`config.mk`:
```
export PLATFORM = sky130hd
export DESIGN_NAME = twobit_btb_predictor
export DESIGN_NICKNAME = d
export VERILOG_FILES = /design/src/rtl/twobit_btb_predictor.sv
export SDC_FILE = /design/constraint.sdc
export NUM_CORES = 1
export LEC_CHECK = 0
export ABC_AREA = 1
export BUFFER_PORTS_ARGS = -buffer_cell sky130_fd_sc_hd__buf_2
export CORE_MARGIN = 4
export CORE_UTILIZATION = 41
export CTS_CLUSTER_DIAMETER = 100
export DETAILED_ROUTE_END_ITERATION = 8
export PLACE_DENSITY_LB_ADDON = 0.15
export SYNTH_ARGS = -nofsm -noshare
export SYNTH_HDL_FRONTEND = slang
export SYNTH_SLANG_ARGS = --single-unit
```
`constraint.sdc`:
```
create_clock -name clk -period 5.85 [get_ports clk]
set_clock_uncertainty 0.1 [all_clocks]
set_input_delay 0.8775 -clock clk [delete_from_list [all_inputs] [get_ports clk]]
set_output_delay 0.8775 -clock clk [all_outputs]
set_load 0.02 [all_outputs]
```
`src/rtl/twobit_btb_predictor.sv`:
```
// Fetch-stage branch predictor: direct-mapped BTB with a 2-bit saturating
// counter per entry, combinational lookup and next-cycle update from execute.
module twobit_btb_predictor #(
  parameter int DATA_WIDTH = 32,
  parameter int BTB_ROWS   = 16,
  parameter int STAT_WIDTH = 16
) (
  input  logic                  clk,
  input  logic                  rst,
  input  logic [DATA_WIDTH-1:0] RD_f,
  input  logic [DATA_WIDTH-1:0] PC_f,
  input  logic                  update_en,
  input  logic [DATA_WIDTH-1:0] update_pc,
  input  logic                  update_uncond,
  input  logic                  update_taken,
  input  logic [DATA_WIDTH-1:0] update_target,
  input  logic                  mispredict,
  output logic                  predict_taken_f,
  output logic [DATA_WIDTH-1:0] branch_target_f,
  output logic [STAT_WIDTH-1:0] perf_lookups,
  output logic [STAT_WIDTH-1:0] perf_mispredicts
);

  localparam int IDX_BITS = $clog2(BTB_ROWS);
  localparam int TAG_W    = DATA_WIDTH - IDX_BITS - 2;
  localparam logic [6:0] OP_BRANCH = 7'b1100011;
  localparam logic [6:0] OP_JAL    = 7'b1101111;

  // No handshake: lookup is a pure function of PC_f/RD_f and the table, and an
  // update is accepted unconditionally in every cycle update_en is high.

  logic [BTB_ROWS-1:0]   r_valid;
  logic [BTB_ROWS-1:0]   r_uncond;
  logic [TAG_W-1:0]      r_tag    [BTB_ROWS];
  logic [DATA_WIDTH-1:0] r_target [BTB_ROWS];
  logic [1:0]            r_ctr    [BTB_ROWS];
  logic [STAT_WIDTH-1:0] r_perf_lookups;
  logic [STAT_WIDTH-1:0] r_perf_mispredicts;

  // ---------------- lookup ----------------
  logic [IDX_BITS-1:0] w_f_idx;
  logic [TAG_W-1:0]    w_f_tag;
  logic                w_f_qual;
  logic                w_f_hit;

  assign w_f_idx  = PC_f[IDX_BITS+1:2];
  assign w_f_tag  = PC_f[DATA_WIDTH-1:IDX_BITS+2];
  assign w_f_qual = (RD_f[6:0] == OP_BRANCH) || (RD_f[6:0] == OP_JAL);
  assign w_f_hit  = r_valid[w_f_idx] && (r_tag[w_f_idx] == w_f_tag);

  assign predict_taken_f = w_f_qual && w_f_hit &&
                           (r_uncond[w_f_idx] || r_ctr[w_f_idx][1]);
  assign branch_target_f = predict_taken_f ? r_target[w_f_idx] : PC_f;

  // ---------------- update ----------------
  logic [IDX_BITS-1:0] w_u_idx;
  logic [TAG_W-1:0]    w_u_tag;
  logic                w_u_hit;
  logic                w_wr_en;
  logic                w_alloc;
  logic                w_wr_target;
  logic [1:0]          w_ctr_next;
  logic                w_uncond_next;

  assign w_u_idx = update_pc[IDX_BITS+1:2];
  assign w_u_tag = update_pc[DATA_WIDTH-1:IDX_BITS+2];
  assign w_u_hit = r_valid[w_u_idx] && (r_tag[w_u_idx] == w_u_tag);

  always_comb begin
    w_wr_en       = 1'b0;
    w_alloc       = 1'b0;
    w_wr_target   = 1'b0;
    w_ctr_next    = r_ctr[w_u_idx];
    w_uncond_next = r_uncond[w_u_idx];
    if (update_en) begin
      if (w_u_hit) begin
        w_wr_en = 1'b1;
        if (update_uncond) begin
          w_ctr_next    = 2'b11;
          w_wr_target   = 1'b1;
          w_uncond_next = 1'b1;
        end else begin
          if (update_taken)
            w_ctr_next = (r_ctr[w_u_idx] == 2'b11) ? 2'b11 : r_ctr[w_u_idx] + 2'd1;
          else
            w_ctr_next = (r_ctr[w_u_idx] == 2'b00) ? 2'b00 : r_ctr[w_u_idx] - 2'd1;
          w_wr_target   = update_taken;
          w_uncond_next = 1'b0;
        end
      end else if (update_taken) begin
        // Miss on a taken branch evicts whatever lived in this row.
        w_wr_en       = 1'b1;
        w_alloc       = 1'b1;
        w_wr_target   = 1'b1;
        w_ctr_next    = update_uncond ? 2'b11 : 2'b10;
        w_uncond_next = update_uncond;
      end
    end
  end

  // Valid bits and counters carry reset state; rst overrides any update.
  always_ff @(posedge clk) begin
    if (rst) begin
      r_valid <= '0;
      for (int i = 0; i < BTB_ROWS; i++) r_ctr[i] <= 2'b01;
    end else if (w_wr_en) begin
      r_ctr[w_u_idx] <= w_ctr_next;
      if (w_alloc) r_valid[w_u_idx] <= 1'b1;
    end
  end

  // Payload fields are don't-care while the row is invalid, so they skip reset.
  always_ff @(posedge clk) begin
    if (!rst && w_wr_en) begin
      r_uncond[w_u_idx] <= w_uncond_next;
      if (w_alloc)     r_tag[w_u_idx]    <= w_u_tag;
      if (w_wr_target) r_target[w_u_idx] <= update_target;
    end
  end

  // ---------------- performance counters ----------------
  always_ff @(posedge clk) begin
    if (rst) begin
      r_perf_lookups     <= '0;
      r_perf_mispredicts <= '0;
    end else begin
      if (w_f_qual && (r_perf_lookups != '1))
        r_perf_lookups <= r_perf_lookups + 1'b1;
      if (update_en && mispredict && (r_perf_mispredicts != '1))
        r_perf_mispredicts <= r_perf_mispredicts + 1'b1;
    end
  end

  assign perf_lookups     = r_perf_lookups;
  assign perf_mispredicts = r_perf_mispredicts;

  logic w_unused_bits;
  assign w_unused_bits = ^{RD_f[DATA_WIDTH-1:7], PC_f[1:0], update_pc[1:0]};

endmodule

```
==> qor.yml <==
core_mm2: 0.1130
grt_overflow: 0
power_frac_clock_pct: 42.1
htreeDepth: 3
max_freq_ghz: 0.1905
drt_wl_total_um: 152300
worstHoldStart: "r_valid[7]"
relSlewSlack_pct: 38.10
synth_seq_area_share_pct: 64.61
setup_tns_ns: 0
crit_required_ns: 4.87
yosysMostFrequentCell: "nand2_1"
switchingPower_w: 0.003987
vias: 35860
min_path_type: "reg2reg"
rsz0062_at_grt: "false"
comb_power_share_pct: 8.3
ff_latch_area_mm2: 0.03027
place_ws_ns: 0.6266
fillers: 10440
finalMaxSlewViolations: 0
hold_viol: 0
synth_top_area_share_pct: 62.56
period_needed_ns: 5.248
fp-row-count: 123
drt-vias-per-instance: 5.582
post-cts-setup-buffer-count: 0
syn-num-nets: 4828
maxCapViolations: 0
firstDrtPassIters: 6
grt_pass1_vias: 33480
antenna_left: 0
synth_cells: 4692
synth_cell_types: 46
p_leak_nw: 19.67
path_class: "in2out"
clockRootBuffer: "clkbuf_16"
clk_latency_ns: 0.74
nets: 4962
ios: 199
worstPathMaxFanout: 80
wire_per_inst_um: 23.70
synth_edf_count: 976
clkTransAtPathRegs_ns: 0.05
dr.first_iter.drc_count: 4111
hold_buffers: 0
finalPower_w: 0.01631
cts_resized: 0
async_reset_ff_share_pct: 0
fp.dieH_um: 346.0
tritoncts: "yes"
synth-main-ff-cell: "edfxtp_1"
p_int_w: 0.01233
multiInputGateArea_mm2: 0.01479
seqPwrFrac_pct: 49.6
dieArea_mm2: 0.1197
portBuffers: 171
r2r_start: "r_tag[10][24]"
synth_seq_cells: 1024
crit_path_start: "PC_f[2]"
synth_common_cells: "nand2_1 (1189), edfxtp_1 (976), nor2_1 (784)"
power_per_cell_area_mw_per_mm2: 303.7
syn_avg_cell_area_um2: 9.985
clock_sinks: 1024
antenna_found_initial: 19
globalplace.congestion: 0.8560
syn_area_mm2: 0.04685
synthTopCellsByArea: "edfxtp_1 (63%), nand2_1 (9.5%), o21ai_0 (6.5%)"
track_usage_pct: 24.75
drive_gt1_share_pct: 11.39
worstPathArrival_ns: 4.27
startpoint_type: "input port"
cts_buffer_depth: 3
die_w_um: 346.0
syn_to_final_growth_pct: 14.65
cts_inserted_buffers: 112
drc: 0
fin_crit_sh_pct: 89.71
yosys_warnings: 0
synth_largest_area_cell: "edfxtp_1"
worst_pin_slew_ns: 0.9285
start_util_pct: 41.47
p_sw_share_pct: 24.44
dpl.hpwl_um: 88090
worst_slack_ns: 0.6020
ir_worst_vdd_mv: 0.2872
grt_first_pass_wirelength_um: 223500
cp-end-kind: "output pin"
grt_max_degree: 204
holdWs_ns: 0.3851
outcome: "complete, no violations"
final-setup-viol-count: 0
## per-stage QoR
stage | utilization, % | area, um^2 | std cells
6_report | 47.55 | 53710 | 6424
5_1_grt | 47.54 | 53700 | 6420
4_1_cts | 47.53 | 53690 | 6416
3_5_place_dp | 44.38 | 50130 | 6212
3_3_place_gp | 44.38 | 50130 | 6212
2_1_floorplan | - | 46850 | 4692
## worst paths after layout
check,end,slack (ns),cells past startpoint
hold / removal,r_valid[7],0.39,2
hold reg to reg,r_valid[7],0.39,2
setup / recovery,branch_target_f[5],0.60,20
setup reg to reg,r_target[4][29],2.16,16
## kinds of logic after synthesis
| logic type | after synthesis | share of synthesized area (%) |
|---|---|---|
| xor+xnor | 17 | 0.3178 |
| flops | 1024 | 64.61 |
| buf+inv | 471 | 4.428 |
| compound gates | 982 | 12.12 |
| fa+ha+maj | 2 | 0.05341 |
| simple gates | 2196 | 18.47 |
## flip-flops by register name, indices dropped and copies added, names as in the netlist
signal,count
r_target,512
r_tag,416
r_ctr,32
perf_lookups,16
perf_mispredicts,16
r_uncond,16
r_valid,16
## layout make-up
| cell class | count | area share, % |
|---|---|---|
| Antenna cell | 8 | 0.03727 |
| Timing Repair Buffer | 316 | 4.691 |
| Clock inverter | 72 | 1.253 |
| Tap cell | 1500 | 3.494 |
| Sequential cell | 1024 | 56.35 |
| Multi-Input combinational cell | 3197 | 27.53 |
| Clock buffer | 132 | 5.376 |
| Inverter | 175 | 1.270 |
## routing by layer
| layer | part of all wire (%) | GRT usage [%] | vias up |
|---|---|---|---|
| li1 | - | - | 16610 |
| met2 | 46 | 39.39 | 1461 |
| met4 | 2.8 | 7.639 | 12 |
| met5 | 0.043 | 0 | - |
| met3 | 8.4 | 4.469 | 268 |
| met1 | 43 | 34.71 | 17510 |
## power by group through the flow
stage               registers (W)  clock network, W  logic [W]
floorplan                 0.00824                 0   0.000765
global placement          0.00824                 0    0.00134
detailed placement        0.00824                 0    0.00134
CTS                       0.00809           0.00699    0.00135
global route              0.00809           0.00731    0.00148
finish                    0.00809           0.00687    0.00136
## critical path: stages
cell and delay [ns]:
buf_8 0.19, buf_12 0.38, buf_4 0.36, o21ai_0 0.12, o211ai_1 0.22, o21ai_1 0.10
nand2_1 0.10, nand2_1 0.08, nand2_1 0.06, nand2_1 0.05, nor2_1 0.17, nand2_1 0.18
nor2_1 0.19, nand2_2 0.13, nor2_4 0.23, buf_4 0.36, nand2_1 0.09, nand2_1 0.09
nand2_1 0.07, buf_2 0.16
## layout by cell type, fill, tap and decap left out, drive strengths merged, types with 50 or more instances in the layout
cell    synthesis  final
clkinv          5     66
nor2          789    789
buf           129    316
edfxtp        976    976
inv           170    171
nand2        1201   1201
a21oi          63     63
o21ai         619    619
o211ai         80     80
nand3         122    122
o22ai         106    106
nor3           50     50
clkbuf        167    132
No activity file was read; power rests on OpenSTA's default activity.
